$ cat config.mk
export PLATFORM = sky130hd
export DESIGN_NAME = free_list
export DESIGN_NICKNAME = d
export VERILOG_FILES = /design/src/rtl/free_list.sv
export SDC_FILE = /design/constraint.sdc
export NUM_CORES = 1
export LEC_CHECK = 0
export ABC_AREA = 1
export CORE_MARGIN = 2
export CORE_UTILIZATION = 55
export CTS_CLUSTER_DIAMETER = 60
export DETAILED_ROUTE_END_ITERATION = 16
export PLACE_DENSITY_LB_ADDON = 0.25
export SLEW_MARGIN = 15
export SYNTH_ARGS = -nofsm -noshare
export SYNTH_HDL_FRONTEND = slang
export SYNTH_SLANG_ARGS = --single-unit
export TNS_END_PERCENT = 20
$ cat constraint.sdc
create_clock -name CLK -period 2.9 [get_ports CLK]
set_input_delay 0.58 -clock CLK [delete_from_list [all_inputs] [get_ports CLK]]
set_output_delay 0.58 -clock CLK [all_outputs]
set_load 0.005 [all_outputs]
$ cat src/rtl/free_list.sv
// rtl/free_list.sv - banked physical-register free list (optional checker: FREE_LIST_DOUBLE_FREE_CHECK_EN)
module free_list #(
   parameter  int PR_COUNT        = 128,
   parameter  int BANK_COUNT      = 4,
   parameter  int LOWER_THRESHOLD = 8,
   parameter  int INIT_ALLOCATED  = 32,
   localparam int PR_W            = $clog2(PR_COUNT),
   localparam int BANK_W          = $clog2(BANK_COUNT)
) (
   input  logic                       CLK,
   input  logic                       nRST,
   input  logic                       free_valid,
   input  logic [PR_W-1:0]            free_PR,
   output logic                       free_ready,
   output logic [BANK_COUNT-1:0]      alloc_valid_by_bank,
   output logic [BANK_COUNT*PR_W-1:0] alloc_PR_by_bank,
   input  logic [BANK_COUNT-1:0]      alloc_ack_by_bank,
   output logic [BANK_COUNT-1:0]      low_by_bank,
   output logic                       double_free_err
);

   localparam int DEPTH         = PR_COUNT / BANK_COUNT;
   localparam int SLOT_W        = PR_W - BANK_W;
   localparam int PTR_W         = $clog2(DEPTH);
   localparam int CNT_W         = PTR_W + 1;
   localparam int INIT_PER_BANK = INIT_ALLOCATED / BANK_COUNT;
   localparam int FREE_PER_BANK = DEPTH - INIT_PER_BANK;

   localparam logic [CNT_W-1:0] DEPTH_C   = CNT_W'(DEPTH);
   localparam logic [CNT_W-1:0] INIT_CNT  = CNT_W'(FREE_PER_BANK);
   localparam logic [PTR_W-1:0] INIT_TAIL = PTR_W'(FREE_PER_BANK % DEPTH);
   localparam logic [CNT_W-1:0] LOW_C     = CNT_W'(LOWER_THRESHOLD);

   // Per-bank storage holds only the slot tag; the bank number is implied by position.
   logic [SLOT_W-1:0] mem_q   [BANK_COUNT][DEPTH];
   logic [PTR_W-1:0]  head_q  [BANK_COUNT];
   logic [PTR_W-1:0]  head_d  [BANK_COUNT];
   logic [PTR_W-1:0]  tail_q  [BANK_COUNT];
   logic [PTR_W-1:0]  tail_d  [BANK_COUNT];
   logic [CNT_W-1:0]  count_q [BANK_COUNT];
   logic [CNT_W-1:0]  count_d [BANK_COUNT];

   logic [BANK_W-1:0]     enq_bank;
   logic                  enq;
   logic [BANK_COUNT-1:0] deq;

   // Slot i of every bank initially holds the i-th PR above the architectural map.
   function automatic logic [SLOT_W-1:0] init_slot(input int i);
      return (i < FREE_PER_BANK) ? SLOT_W'(INIT_PER_BANK + i) : '0;
   endfunction

   // Readiness looks only at registered count, so a full bank refuses even while draining.
   assign enq_bank   = free_PR[BANK_W-1:0];
   assign free_ready = (count_q[enq_bank] != DEPTH_C);
   assign enq        = free_valid && free_ready;

   // Per-bank status and head presentation straight from registered state.
   always_comb begin
      alloc_valid_by_bank = '0;
      low_by_bank         = '0;
      deq                 = '0;
      alloc_PR_by_bank    = '0;
      for (int b = 0; b < BANK_COUNT; b++) begin
         alloc_valid_by_bank[b]          = (count_q[b] != '0);
         low_by_bank[b]                  = (count_q[b] < LOW_C);
         deq[b]                          = alloc_ack_by_bank[b] && (count_q[b] != '0);
         alloc_PR_by_bank[b*PR_W +: PR_W] = {mem_q[b][head_q[b]], BANK_W'(b)};
      end
   end

   // Pointer and occupancy next-state; simultaneous push and pop leave count unchanged.
   always_comb begin
      for (int b = 0; b < BANK_COUNT; b++) begin
         head_d[b]  = head_q[b];
         tail_d[b]  = tail_q[b];
         count_d[b] = count_q[b];
         if (enq && (enq_bank == BANK_W'(b))) begin
            tail_d[b] = tail_q[b] + 1'b1;
         end
         if (deq[b]) begin
            head_d[b] = head_q[b] + 1'b1;
         end
         case ({enq && (enq_bank == BANK_W'(b)), deq[b]})
            2'b10:   count_d[b] = count_q[b] + 1'b1;
            2'b01:   count_d[b] = count_q[b] - 1'b1;
            default: count_d[b] = count_q[b];
         endcase
      end
   end

   // Pointer and count registers.
   always_ff @(posedge CLK or negedge nRST) begin
      if (!nRST) begin
         for (int b = 0; b < BANK_COUNT; b++) begin
            head_q[b]  <= '0;
            tail_q[b]  <= INIT_TAIL;
            count_q[b] <= INIT_CNT;
         end
      end else begin
         for (int b = 0; b < BANK_COUNT; b++) begin
            head_q[b]  <= head_d[b];
            tail_q[b]  <= tail_d[b];
            count_q[b] <= count_d[b];
         end
      end
   end

   // Slot storage: preloaded at reset, one write per cycle at the target bank's tail.
   always_ff @(posedge CLK or negedge nRST) begin
      if (!nRST) begin
         for (int b = 0; b < BANK_COUNT; b++) begin
            for (int i = 0; i < DEPTH; i++) begin
               mem_q[b][i] <= init_slot(i);
            end
         end
      end else if (enq) begin
         mem_q[enq_bank][tail_q[enq_bank]] <= free_PR[PR_W-1:BANK_W];
      end
   end

`ifdef FREE_LIST_DOUBLE_FREE_CHECK_EN
   logic [PR_COUNT-1:0] in_list_q;
   logic [PR_COUNT-1:0] in_list_d;
   logic                dbl_q;
   logic                dbl_d;

   function automatic logic [PR_COUNT-1:0] init_in_list();
      logic [PR_COUNT-1:0] v;
      v = '0;
      for (int p = INIT_ALLOCATED; p < PR_COUNT; p++) begin
         v[p] = 1'b1;
      end
      return v;
   endfunction

   // Membership tracking; a free of a PR already listed is flagged but still enqueued.
   always_comb begin
      in_list_d = in_list_q;
      for (int b = 0; b < BANK_COUNT; b++) begin
         if (deq[b]) begin
            in_list_d[alloc_PR_by_bank[b*PR_W +: PR_W]] = 1'b0;
         end
      end
      if (enq) begin
         in_list_d[free_PR] = 1'b1;
      end
      dbl_d = dbl_q | (enq && in_list_q[free_PR]);
   end

   // Membership vector and sticky error flag.
   always_ff @(posedge CLK or negedge nRST) begin
      if (!nRST) begin
         in_list_q <= init_in_list();
         dbl_q     <= 1'b0;
      end else begin
         in_list_q <= in_list_d;
         dbl_q     <= dbl_d;
      end
   end

   assign double_free_err = dbl_q;
`else
   assign double_free_err = 1'b0;
`endif

endmodule

==> results of run 1 <==
[Yosys cell counts (12+ instances only)]
master	count
ha_1	28
o21ai_0	281
buf_1	19
dfstp_2	288
buf_4	20
o22ai_1	21
nand3_1	829
buf_6	20
clkbuf_1	226
a21oi_1	43
nor2_1	405
dfrtp_1	416
nand2_2	91
buf_2	44
o211ai_1	80
nor3_4	120
inv_1	113
xnor2_1	12
nand2_1	1783
xor2_1	24
[cell type report]
class                      instances  area share, %
multi-input combinational       3791           40.8
timing repair buffer             466           11.6
inverter                         125           1.09
clock inverter                    31          0.899
tap                              940           2.48
sequential                       704           38.0
clock buffer                     120           5.13
[layer usage]
metal	share of wire [%]	global-route usage, %	vias to the layer above
li1	-	-	16661
met1	41	43.8	17236
met2	46	51.0	1650
met3	8.7	5.06	371
met4	4.2	13.9	0
met5	0	0	-
[timing repair]
| item | in CTS | in global routing |
|---|---|---|
| pin swaps | 136 | 71 |
| setup endpoints to repair | 20 | 24 |
| setup buffers | 31 | 4 |
| resized for setup | 341 | 92 |
| gates cloned | 34 | 2 |
| hold endpoints to repair | 28 | 0 |
| hold buffers | 1 | 0 |
[per-stage QoR]
step	power (mW)	utilization, %	cell area (um2)	worst slack [ns]
floorplan	22.4	-	38600	-0.0311
global placement	28.0	60.5	42300	-0.348
detailed placement	28.2	60.5	42300	-0.419
CTS	42.9	67.5	47100	-0.129
global route	45.8	67.8	47300	-0.205
finish	43.7	67.8	47300	-0.166
[layout by cell type (no fill, tap or decap), drive strengths merged, types with 24 or more instances in the layout]
| cell type | n |
|---|---|
| dfrtp | 416 |
| o211ai | 80 |
| ha | 28 |
| nor2 | 412 |
| nand3 | 840 |
| nor3 | 132 |
| dfstp | 288 |
| xor2 | 24 |
| buf | 429 |
| clkbuf | 133 |
| o21ai | 282 |
| a21oi | 43 |
| nand2 | 1882 |
| inv | 127 |
[worst min-delay path, stage by stage]
cell and delay, ns:
buf_6 0.21, nand3_1 0.14, nand2_1 0.05
[registers in the layout (all words and copies together) (netlist names)]
register,cells
mem_q,640
count_q,24
tail_q,20
head_q,20
[cells by family (layout without fill, tap and decap cells)]
kind of cell | Yosys count | in the layout | share of synthesized area [%]
and+or+nand+nor | 3277 | 3277 | 40.0
DFF | 704 | 704 | 46.6
buffers and inverters | 454 | 742 | 5.16
AOI/OAI and AO/OA | 437 | 437 | 6.31
xor gates and xnor gates | 36 | 36 | 0.818
adders and majority gates | 32 | 32 | 1.12
other | 2 | 9 | 0.0195
[power groups by stage]
stage	logic, mW	clock network (mW)	registers, mW
final	19.8	11.0	12.8
after global routing	21.3	11.5	13.0
after CTS	19.0	11.1	12.7
after detailed placement	15.4	0	12.8
after global placement	15.2	0	12.8
after floorplan	10.0	0	12.4
[path summary, 6_finish.rpt]
kind / start / endpoint / slack (ns) / cells past startpoint
max in group asynchronous: nRST / mem_q[442] / 1.46 / 3
setup reg to reg: count_q[22] / count_q[9] / 0.24 / 15
setup / recovery: head_q[15] / alloc_PR_by_bank[5] / -0.17 / 15
hold reg to reg: mem_q[368] / mem_q[368] / 0.46 / 2
hold / removal: free_PR[4] / mem_q[452] / 0.37 / 3
min in group asynchronous: nRST / mem_q[151] / 0.51 / 2
==> metrics.md, run 1 <==
| Metric | Value |
|---|---|
| Unrepaired setup endpoints after global routing | `true` |
| Starting Density | `55.3%` |
| DR DRC count | `0` |
| Standard-cell rows | `97` |
| Most used cell, CP | `buf_12` |
| Largest net degree at the start of global routing | `149` |
| Top cell type's share of synthesized area | `27.0%` |
| Core Box Area | `69800 um2` |
| Fillers | `5475` |
| Global Route Usage Sum | `32.1%` |
| Worst Tran Pin Value | `0.988 ns` |
| Detail Route Antenna Nets | `0` |
| Post-route clock period utilization | `106%` |
| Maxcap violations | `0` |
| IO Count | `52` |
| Crit start category | `register` |
| Placed insts | `5955` |
| Fin cells | `6177` |
| Final setup fails | `18` |
| Final worst path period need | `3.07 ns` |
| Sequential cell area | `18000 um2` |
| Bufs and invs on worst path | `8` |
| Area contributors post-synth | `dfrtp_1 (27%), dfstp_2 (20%), nand2_1 (17%)` |
| Hold_ws | `0.372 ns` |
| Drt initial violations | `3752` |
| YS warnings | `0` |
| Outcome | `finished, violations left` |
| Hold Vio Cnt, Final | `0` |
| P_sw | `17.5 mW` |
| DPL Wire Length | `66.8 mm` |
| Clk_skew | `0.0168 ns` |
| Leakage | `23.6 nW` |
| EDFF count, synth | `0` |
| # nets final | `5215` |
| Top cell type by total area after synthesis | `dfrtp_1` |
| Placer Congestion | `0.861` |
| Worst min-delay path class | `in -> reg` |
| WL/cell | `18.6 um` |
| Die X | `269 um` |
| WS Path Type | `reg -> out` |
| Final WS setup | `-0.166 ns` |
| Sequential power share | `29.4%` |
| Vias per inst | `5.81` |
| Peak Freq | `326 MHz` |
| Total CTS buffers | `81` |
| Synth Flop Type | `dfrtp_1` |
| Net Sw Frac | `40.1%` |
| Failing checks | `setup timing` |
| Worst-path maximum fanout | `6` |
| Vias | `35918` |
| Logic gate share of total power | `45.5%` |
| First-pass GRT wire length | `185 mm` |
| Synth async-reset ratio | `100%` |
| Int Pwr | `26.2 mW` |
| Area grow syn2layout | `22.7%` |
| Post-synth cell types | `39` |
| CP Data Arrival Time | `2.49 ns` |
| Syn_area_per_cell | `7.80 um2` |
| Yosys reg bits | `704` |
| Delay-heaviest family, CP | `buffers and inverters` |
| Worst-Skew Late Latency | `0.63 ns` |
| Peak supply drop | `0.623 mV` |
| DRT Pass-1 Iters | `6` |
| Vias in the first global route | `34622` |
| H-tree levels | `3` |
| Setup_tns | `-1.34 ns` |
| Slew Limit Headroom | `34.1%` |
| Ratio of cells with drive above 1 in the final layout | `24.7%` |
| Mapped Cells | `4942` |
| Antenna diode count | `0` |
| Remaining Overflow, GRT | `0` |
| Synthesized cell area | `38600 um2` |
| CTS root buf | `clkbuf_16` |
| Pwr/cell area | `922 nW/um2` |
| Fin. max-slew vios | `0` |
| PortBufs | `42` |
| Highest cell delay on the worst timing path | `0.38 ns` |
| Bufs on Longest Clock Path | `3` |
| Seq/Total Area, Yosys | `46.6%` |
| Crit path cell chain | `buf_12 -> buf_12 -> inv_16 -> buf_12 -> buf_8 -> buf_16 -> nand2_4 -> nand3_2 -> nand3_2 -> nand2_2 -> a21oi_4 -> nand2_1 -> nand2_1 -> inv_1 -> buf_2` |
| Clock Sinks | `704` |
| Clock share of power | `25.2%` |
| Final wirelength | `115 mm` |
| TritonCTS clock tree | `built` |
| Die Span Y | `269 um` |
| Die area | `72300 um2` |
| Slowest CP cell | `dfrtp_2` |
| CP Data Required Time | `2.32 ns` |
| Crit end category | `output port` |
| Initial antenna violation count | `0` |
| Multi-input logic area | `19300 um2` |
| Clock slew at reported path FFs | `0.06 ns` |
No activity file was read; power rests on OpenSTA's default activity.
==> inputs of run 2 (changes only) <==
CTS_CLUSTER_DIAMETER = 80   (was 60)
HOLD_SLACK_MARGIN = 0.02   (was not set)
==> metrics.md, run 2 (synthesis gave the netlist of run 1 again) <==
| Metric | Value |
|---|---|
| Met2 routed WL | `54.0 mm (+1.3%)` |
| Most common cell after layout, fill and taps aside | `nand2_1` |
| Worst min-delay path class | `in -> reg` |
| Remaining Overflow, GRT | `0 (unchanged)` |
| Global Route Usage Sum | `32.3% (+0.15 points)` |
| Clock Sinks | `704 (unchanged)` |
| Ratio of cells with drive above 1 in the final layout | `25.2% (+0.54 points)` |
| Worst Tran Pin Value | `1.00 ns (+0.0122 ns)` |
| DR DRC count | `0 (unchanged)` |
| Metal-1 WL | `47.2 mm (+0.44%)` |
| Outcome | `finished, violations left` |
| Reg with most FFs | `mem_q` |
| Clk_skew | `0.0150 ns (-0.00180 ns)` |
| Die area | `72300 um2 (unchanged)` |
| Standard-cell rows | `97 (unchanged)` |
| CTS root buf | `clkbuf_16` |
| Final WS setup | `-0.110 ns (+0.0562 ns)` |
| Vias per inst | `5.83 (+0.30%)` |
| Fin. max-slew vios | `0 (unchanged)` |
| Die X | `269 um (unchanged)` |
| Starting Density | `55.3% (unchanged)` |
| DRT Pass-1 Iters | `6 (unchanged)` |
| Unrepaired setup endpoints after global routing | `true` |
| Failing checks | `setup timing` |
| TritonCTS clock tree | `built` |
| # nets final | `5229 (+0.27%)` |
| Vias in the first global route | `34480 (-0.41%)` |
| Peak supply drop | `0.612 mV (-1.7%)` |
| Setup_tns | `-0.482 ns (+0.856 ns)` |
| Vias | `36068 (+0.42%)` |
| Worst-Skew Late Latency | `0.62 ns (about the same)` |
| Leakage | `23.6 nW (about the same)` |
| Maxcap violations | `0 (unchanged)` |
| Clock slew at reported path FFs | `0.06 ns (about the same)` |
| Pwr/cell area | `913 nW/um2 (-1.0%)` |
| Final Total Pwr | `43.2 mW (-0.98%)` |
| Pre-CTS setup slack | `-0.419 ns (unchanged)` |
| Initial antenna violation count | `0 (unchanged)` |
| IO Count | `52 (unchanged)` |
| Placer Congestion | `0.861 (unchanged)` |
| DPL Wire Length | `66.8 mm (unchanged)` |
| Detail Route Antenna Nets | `0 (unchanged)` |
| CP Data Required Time | `2.32 ns (about the same)` |
| Final wirelength | `116 mm (+0.93%)` |
| Bufs on Longest Clock Path | `3 (unchanged)` |
| Antenna diode count | `0 (unchanged)` |
| H-tree levels | `3 (unchanged)` |
| Hold Vio Cnt, Final | `0 (unchanged)` |
| Largest register FFs | `640 (unchanged)` |
| Core Box Area | `69800 um2 (unchanged)` |
| PortBufs | `42 (unchanged)` |
| Met3 wire length | `10.1 mm (+1.2%)` |
| Area grow syn2layout | `22.8% (about the same)` |
| Worst-path maximum fanout | `6 (unchanged)` |
| WL/cell | `18.8 um (+0.81%)` |
| Crit end category | `output port` |
| Commonest cells after routing, fill and taps aside | `nand2_1 (1756), nand3_1 (806), dfrtp_1 (410), nor2_1 (350), buf_4 (292)` |
| Crit start category | `register` |
| CP Data Arrival Time | `2.43 ns (-0.06 ns)` |
| Final setup fails | `12 (-6)` |
| First-pass GRT wire length | `186 mm (+0.34%)` |
| Top Metal Used | `met4` |
| WS Path Type | `reg -> out` |
| Drt initial violations | `3557 (-5.2%)` |
| Fin util | `67.8% (about the same)` |
| Final worst path period need | `3.01 ns (-0.0562 ns)` |
| Slew Limit Headroom | `33.3% (-0.81 points)` |
| Total CTS buffers | `76 (-6.2%)` |
| Post-route clock period utilization | `104% (-1.9 points)` |
| Largest net degree at the start of global routing | `149 (unchanged)` |
| Die Span Y | `269 um (unchanged)` |
| Hold_ws | `0.396 ns (+0.0240 ns)` |
| Peak Freq | `332 MHz (+1.9%)` |
| Top flop regs | `mem_q (640), count_q (24)` |
==> run 2: changes by cell type in the layout (fill, tap and decap cells not counted), sizes merged, moves of 3 or more <==
| cell | change |
|---|---|
| buf | +25 |
| bufinv | -3 |
| clkbuf | -8 |
| inv | -8 |
==> run 2: through the flow <==
stage,cells,area (um2)
floorplan,4949,38600
global placement,5955,42300
detailed placement,5955,42300
CTS,6178,47100
global route,6184,47300
finish,6184,47300
==> run 2: routing by layer <==
metal | global-route usage [%] | vias to the layer above
li1 | - | 16696
met1 | 44.3 | 17305
met2 | 51.4 | 1718
met3 | 4.43 | 349
met4 | 14.1 | 0
met5 | 0 | -
==> run 2: worst paths after layout <==
path | startpoint | end | slack (ns) | cells past startpoint
max in group asynchronous | nRST | mem_q[372] | 1.45 | 3
setup / recovery | head_q[0] | alloc_PR_by_bank[26] | -0.11 | 13
hold reg to reg | mem_q[214] | mem_q[214] | 0.46 | 2
setup reg to reg | count_q[22] | mem_q[325] | 0.24 | 10
min in group asynchronous | nRST | mem_q[151] | 0.51 | 2
hold / removal | free_PR[4] | mem_q[452] | 0.40 | 3
==> run 2: what timing repair did <==
item,in CTS,in global routing
hold buffers,1,0
cloned,36,1
endpoints found under the hold margin,28,0
endpoints found under the setup margin,20,30
gates resized for setup,417,89
pin swaps,159,51
setup buffers,48,5
==> run 2: area by class of cell <==
| cell class | count | area (um2) |
|---|---|---|
| fillers | 5471 | 22400 |
| multi-input cells | 3791 | 19500 |
| flip-flops and latches | 704 | 18000 |
| repair buffers | 485 | 5680 |
| clock buffers | 119 | 2280 |
| well taps | 940 | 1180 |
| inverters | 125 | 518 |
| clock inverters | 20 | 260 |
==> run 2: worst max-delay path, stage by stage, from the launching register on <==
cell,delay (ns)
dfrtp_2,0.44
buf_12,0.14
buf_12,0.13
buf_16,0.14
buf_4,0.15
nand2_2,0.06
nand3_2,0.09
nand3_2,0.07
nand2_2,0.06
a21oi_2,0.17
nand2_1,0.12
nand2_2,0.08
inv_1,0.03
buf_2,0.11
==> run 2: power by group <==
group	leakage [nW]	switching, mW	internal [mW]
Sequential	8.62	1.23	11.6
Clock	1.25	4.12	5.93
Combinational	13.7	12.1	8.22
Total	23.6	17.5	25.7
